===== src/rtl/predict_sequencer.sv =====
// Argmax sequencer: collects NUM_CLASSES signed scores in class order and reports
// the index and value of the highest one (ties go to the lowest index).
// Latency: predict/predict_score update one edge after the last accepted score;
// predict_ok pulses in the following cycle.
// Backpressure: score_ready is high only in COLLECT. Gaps in score_valid stall
// collection indefinitely, and scores offered outside COLLECT are dropped.
//
// Ports:
//   clk, rst           - clock; asynchronous active-high reset
//   start, abort       - begin an inference from IDLE / cancel in COLLECT or RESOLVE
//   score_valid/ready  - valid-ready handshake for score_data
//   score_data         - two's-complement score, class 0 first
//   busy               - high in every state except IDLE
//   predict            - winning class index of the last completed inference
//   predict_score      - winning score of the last completed inference
//   predict_ok         - one-cycle pulse after predict/predict_score update
module predict_sequencer #(
  parameter int DATA_WIDTH  = 8,
  parameter int NUM_CLASSES = 10,
  parameter int IDX_WIDTH   = 4
) (
  input  logic                  clk,
  input  logic                  rst,
  input  logic                  start,
  input  logic                  abort,
  input  logic                  score_valid,
  input  logic [DATA_WIDTH-1:0] score_data,
  output logic                  score_ready,
  output logic                  busy,
  output logic [IDX_WIDTH-1:0]  predict,
  output logic [DATA_WIDTH-1:0] predict_score,
  output logic                  predict_ok
);

  typedef enum logic [1:0] {
    IDLE    = 2'd0,
    COLLECT = 2'd1,
    RESOLVE = 2'd2,
    DONE    = 2'd3
  } state_t;

  localparam logic [IDX_WIDTH-1:0] LAST_IDX = IDX_WIDTH'(NUM_CLASSES - 1);

  state_t                        state_q, state_d;
  logic [IDX_WIDTH-1:0]          cnt_q, cnt_d;
  logic [IDX_WIDTH-1:0]          best_idx_q, best_idx_d;
  logic signed [DATA_WIDTH-1:0]  best_score_q, best_score_d;
  logic [IDX_WIDTH-1:0]          predict_q, predict_d;
  logic [DATA_WIDTH-1:0]         predict_score_q, predict_score_d;

  logic                          score_gt;

  // Strictly greater keeps the earlier (lower-index) winner on a tie.
  assign score_gt = $signed(score_data) > best_score_q;

  always_comb begin
    state_d         = state_q;
    cnt_d           = cnt_q;
    best_idx_d      = best_idx_q;
    best_score_d    = best_score_q;
    predict_d       = predict_q;
    predict_score_d = predict_score_q;

    case (state_q)
      IDLE: begin
        // abort has no meaning here; start alone decides.
        if (start) begin
          cnt_d   = '0;
          state_d = COLLECT;
        end
      end

      COLLECT: begin
        // abort wins over a transfer offered in the same cycle.
        if (abort) begin
          state_d = IDLE;
        end else if (score_valid) begin
          // The first score of an inference seeds the working best
          // unconditionally, so stale values from earlier runs never leak in.
          if ((cnt_q == '0) || score_gt) begin
            best_idx_d   = cnt_q;
            best_score_d = score_data;
          end
          // The counter equals the class index of the score being accepted.
          // It holds at the last index instead of wrapping.
          if (cnt_q == LAST_IDX) begin
            state_d = RESOLVE;
          end else begin
            cnt_d = cnt_q + 1'b1;
          end
        end
      end

      RESOLVE: begin
        if (abort) begin
          state_d = IDLE;
        end else begin
          predict_d       = best_idx_q;
          predict_score_d = best_score_q;
          state_d         = DONE;
        end
      end

      DONE: begin
        state_d = IDLE;
      end

      default: begin
        state_d = IDLE;
      end
    endcase
  end

  always_ff @(posedge clk or posedge rst) begin
    if (rst) begin
      state_q         <= IDLE;
      cnt_q           <= '0;
      best_idx_q      <= '0;
      best_score_q    <= '0;
      predict_q       <= '0;
      predict_score_q <= '0;
    end else begin
      state_q         <= state_d;
      cnt_q           <= cnt_d;
      best_idx_q      <= best_idx_d;
      best_score_q    <= best_score_d;
      predict_q       <= predict_d;
      predict_score_q <= predict_score_d;
    end
  end

  // Outputs are decoded from registered state only. Reset therefore clears
  // them combinationally, without waiting for a clock edge.
  assign score_ready   = (state_q == COLLECT);
  assign busy          = (state_q != IDLE);
  assign predict_ok    = (state_q == DONE);
  assign predict       = predict_q;
  assign predict_score = predict_score_q;

endmodule


===== config.mk =====
export PLATFORM = sky130hd
export DESIGN_NAME = predict_sequencer
export DESIGN_NICKNAME = d
export VERILOG_FILES = /design/src/rtl/predict_sequencer.sv
export SDC_FILE = /design/constraint.sdc
export NUM_CORES = 1
export LEC_CHECK = 0
export ABC_CLOCK_PERIOD_IN_PS = 5000
export CAP_MARGIN = 20
export CORE_UTILIZATION = 44
export CTS_CLUSTER_SIZE = 10
export DETAILED_ROUTE_END_ITERATION = 16
export GPL_ROUTABILITY_DRIVEN = 1
export GPL_TIMING_DRIVEN = 0
export MAX_ROUTING_LAYER = met4
export PLACE_DENSITY = 0.73
export SYNTH_ARGS = -nofsm -noshare
export SYNTH_HDL_FRONTEND = slang
export SYNTH_SLANG_ARGS = --single-unit

===== constraint.sdc =====
create_clock -name clk -period 5 [get_ports clk]
set_clock_uncertainty 0.15 [all_clocks]
set_input_delay 1 -clock clk [delete_from_list [all_inputs] [get_ports clk]]
set_output_delay 1 -clock clk [all_outputs]
set_load 0.01 [all_outputs]

# After elaboration in Yosys (flattened, before gate mapping)
# Index checks and enable logic that the tools add are counted.
[op_classes]
addsub = 1
multipliers = 0
n_div = 0
order_cmp = 1
n_eq_ne = 10
shifts = 0
muxes = 11
bitwise = 1
reduce_logical = 9
[ops]
columns = ["operator", "count"]
rows = [
  ["4-bit 2-to-1 mux", 4],
  ["2-bit 2-to-1 mux", 5],
  ["8-bit > comparator", 1],
  ["2-bit != test, second input constant", 4],
  ["2-bit case mux with 4 select lines", 1],
  ["4-bit case mux with 2 select lines", 1],
  ["5-bit AND reduction", 1],
  ["4-bit by 1-bit adder with 4-bit output, second input constant", 1],
  ["2-bit == test, second input constant", 2],
  ["4-bit == test, second input constant", 1],
  ["4-bit logical NOT", 1],
  ["4-bit AND reduction", 1],
  ["2-bit nonzero test", 2],
  ["3-bit by 2-bit != test with 1-bit output, second input constant", 1],
  ["3-bit != test, second input constant", 1],
  ["3-bit AND reduction", 1],
  ["2-bit by 1-bit == test with 1-bit output, second input constant", 1],
  ["2-bit logical NOT", 1],
  ["2-bit AND reduction", 1],
  ["1-bit logical OR", 1],
  ["1-bit NOT", 1],
]
[word_totals]
ff_bits = 30
latch_bits = 0
mem_bits_rw = 0
romBits = 0
in_bits = 13
word_cells = 39
mem_count = 0

# Logic depth before layout (Yosys ltp)
[logic_depth]
depth_word = 5
ltp_mapped = 8
ltp_nobuf = 7

# Least setup slack after synthesis
# Ideal clock, no wire load.
[synth_path]
kind = "in2reg"
startpoint = "input port score_data[7]"
endpoint = "register best_idx_q[0]"
setup_time_ns = 0.125
arrival_ns = 2.508
required_time_ns = 4.725
setup_slack_ns = 2.217
stages = 7
path_buffers = 1
cell_sequence = "ha_1 nand4_2 a21oi_1 a31o_1 mux2i_2 buf_6 mux2_4"
[synth_between]
elab_chain_cells = 3
[synth_lines]
columns = ["element", "line", "rtl"]
rows = [
  ["from (decl)", "27", "input logic [DATA_WIDTH-1:0] score_data,"],
  ["8-bit > comparator", "54", "assign score_gt = $signed(score_data) > best_score_q;"],
  ["1-bit logical OR", "80", "if ((cnt_q == '0) || score_gt) begin"],
  ["4-bit AND reduction (no source line)", "--", ""],
  ["to (signal assigned)", "125", "best_idx_q <= best_idx_d;"],
  ["to (decl)", "46", "logic [IDX_WIDTH-1:0] best_idx_q, best_idx_d;"],
]
# Every way passes these cells.
# A chain may end at the register's enable or synchronous reset.

# Worst setup path in the final report
[layout_path]
startpoint = "input port score_data[3]"
endpoint = "register best_idx_q[0]"
# Same word-level chain as after synthesis.

==> results.cfg <==
[cts]
holdBufCountCts = 0
post-cts-setup-buffers = 0
cts_tree = done
cts.clk_slew.worst_paths_ps = 90
h-tree-depth = 2
cts_buffer_depth = 2
post_cts_resized = 0
ctsRootBufferMaster = clkbuf_4
clock_sinks = 30
clock_latency_ps = 330
cts_buffers = 5

[grt]
grt_usage_pct = 17.3
use_met2_pct = 28.3
overflow = 0
grt_busiest_layer = met2
grt_start_max_net_pins = 31
grt_pass1_vias = 1146
use_met1_pct = 18.9
grt_antenna_before_repair = 0
grt_pass1_wl_um = 4920
grt_use_met3_pct = 5.88

[setup_path]
critical_path_class = in -> reg
required_ps = 5070
crit_slowest_cell = clkdlybuf4s50_1
worstPathArrival_ps = 3180
worstReg2RegEnd = best_idx_q[0]$_DFFE_PP0P_
cp_cell_sequence = clkdlybuf4s50_1, ha_1, a21oi_2, o221ai_1, a31o_1, mux2i_2, buf_6, mux2_4
reg2reg_setup_slack_ps = 2570
start_kind = input port
end_kind = register
cp_max_fo = 10
r2r-start = best_score_q[7]$_DFFE_PP0P_
crit_path_end = best_idx_q[0]$_DFFE_PP0P_
crit_path_max_incr_delay_ps = 450
worstRegToRegCells = 8
crit_start = score_data[3]

[synthesis]
synthesis.area_mm2 = 0.00159
syn_avg_cell_area_um2 = 11.7
ys_seq_area_share_pct = 47.1
synth_top_family_by_area = multiplexers
syn_inst = 136
synth.mux.area_fraction_pct = 20.8
yosysUniqueCellTypes = 33
synth-compound-area-share_pct = 6.83
synth_nets = 160
synthSimpleGateAreaFrac_pct = 11.0
ys_seq_elements = 30
synth_fa_ha_area_share_pct = 8.63
yosys_warnings = 0
synthXorXnorAreaFrac_pct = 0

[timing]
max_freq_mhz = 321
relSlewSlack_pct = 60.6
setup_violations = 0
fin_tns_setup_ps = 0
hold_ws_ps = 363
drv_slew = 0
min_period_over_period_pct = 62.3
rsz0062_at_grt = no
hold_viol = 0
fin_crit_ps = 3120
worstMarginPinSlew_ps = 590

[flow_run]
cap_violations = 0

[cells_and_area]
multi_input_area_um2 = 753
antenna_cells = 0
regArea_um2 = 751
final_cell_mix = dfrtp_1, clkdlybuf4s50_1, inv_1
layout_commonest_cell = dfrtp_1
fin_util_pct = 58.5
nNetsFinal = 195
fillers = 275
syn_to_final_growth_pct = 25.3
drive_gt1_share_pct = 24.4

[floorplanning]
io_pins = 28
fp.dieW_um = 62.2
start_util_pct = 46.7
core_area_mm2 = 0.00342
die_area_mm2 = 0.00387
rows = 21
die-height_um = 62.2

[detailed_routing]
drc = 0
dr.pass1.iters = 4
vias = 1093
drt-initial-drc-count = 37
via_per_inst = 5.01
wl_per_cell_um = 12.7
antenna_left = 0
drt-total-wl_um = 2760

[power]
power_mw = 0.902
p_leak_nw = 0.985
worst_ir_drop_vdd_mv = 0.254
p_comb_share_pct = 41.2
switching_share_pct = 32.7
power.share.clock_pct = 16.5
switchingPower_mw = 0.295
p_seq_share_pct = 42.3
p_int_mw = 0.607
powerDensity_mw_per_mm2 = 452

[placement]
dp_hpwl_um = 2030
io_buffers = 27
gp_congestion = 0.809

[status]
status = completed

[min_path]
hold_path.class = reg -> reg
min_path_cells = 1
==> per-stage QoR <==
stage,area [um^2],setup slack (ps),instances
floorplan,1590,2220,136
global placement,1920,1610,209
detailed placement,1920,1500,209
CTS,1980,1850,217
global route,2000,1730,218
finish,2000,1880,218
==> worst min path at each step <==
| stage | slack, ps | from | end |
|---|---|---|---|
| final | 360 | predict[1]$_DFFE_PP0P_ | predict[1]$_DFFE_PP0P_ |
| after global routing | 390 | predict_score[5]$_DFFE_PP0P_ | predict_score[5]$_DFFE_PP0P_ |
| after CTS | 370 | best_idx_q[2]$_DFFE_PP0P_ | best_idx_q[2]$_DFFE_PP0P_ |
| after detailed placement | 340 | best_idx_q[2]$_DFFE_PP0P_ | best_idx_q[2]$_DFFE_PP0P_ |
| after global placement | 340 | predict_score[6]$_DFFE_PP0P_ | predict_score[6]$_DFFE_PP0P_ |
| after floorplan | 330 | best_idx_q[0]$_DFFE_PP0P_ | best_idx_q[0]$_DFFE_PP0P_ |
==> layout make-up <==
class | count | share of cell area [%]
inverters | 17 | 3.20
plain buffers | 4 | 1.32
repair buffers | 28 | 14.3
well taps | 46 | 2.88
clock buffers | 7 | 2.76
multi-input cells | 85 | 37.7
clock inverters | 1 | 0.251
flip-flops and latches | 30 | 37.6
==> worst max-delay path: cells and delay by family <==
kind	cells	cell delay (ps)
muxes	2	580
adders and majority gates	1	350
buffers and inverters	2	680
AOI/OAI and AO/OA	3	560
==> per-layer routing <==
metal	part of all wire [%]	vias up
met5	0	-
met4	2.1	0
met3	4.3	5
met2	48	24
met1	45	523
li1	-	541
==> flip-flops by register name, summed over array words and instances, names as in the netlist <==
register and count:
predict 4, cnt_q 4, state_q 2, best_idx_q 4, best_score_q 8, predict_score 8
==> power groups by stage <==
| stage | Clock (mW) | Combinational, mW | Sequential, mW |
|---|---|---|---|
| floorplan | 0 | 0.257 | 0.382 |
| global placement | 0 | 0.363 | 0.383 |
| detailed placement | 0 | 0.374 | 0.387 |
| CTS | 0.155 | 0.376 | 0.382 |
| global route | 0.169 | 0.416 | 0.394 |
| finish | 0.149 | 0.372 | 0.381 |
==> cell usage after synthesis, drive strengths merged <==
master / number / share of area [%]
dfrtp: 30 / 47
o221ai: 1 / 0.55
inv: 17 / 4.0
nor2: 4 / 0.94
nand2b: 3 / 1.6
or3b: 1 / 0.55
buf: 4 / 1.6
and2: 1 / 0.39
nor3: 1 / 0.31
mux2: 24 / 19
o32ai: 1 / 0.55
nand3b: 2 / 0.94
ha: 11 / 8.6
nand3: 4 / 1.3
a21o: 1 / 0.47
o22ai: 1 / 0.39
or4: 1 / 0.47
mux2i: 2 / 1.5
or2: 1 / 0.39
nor2b: 2 / 0.78
a31o: 1 / 0.55
nor3b: 1 / 0.47
nand2: 7 / 1.6
nand4: 2 / 1.2
o21ai: 6 / 1.9
a21oi: 7 / 2.4
==> kinds of logic after synthesis <==
family	Yosys count
AOI/OAI and AO/OA	18
adders and majority gates	11
buffers and inverters	21
DFF	30
muxes	26
and+or+nand+nor	30
No activity file was read; power rests on OpenSTA's default activity.
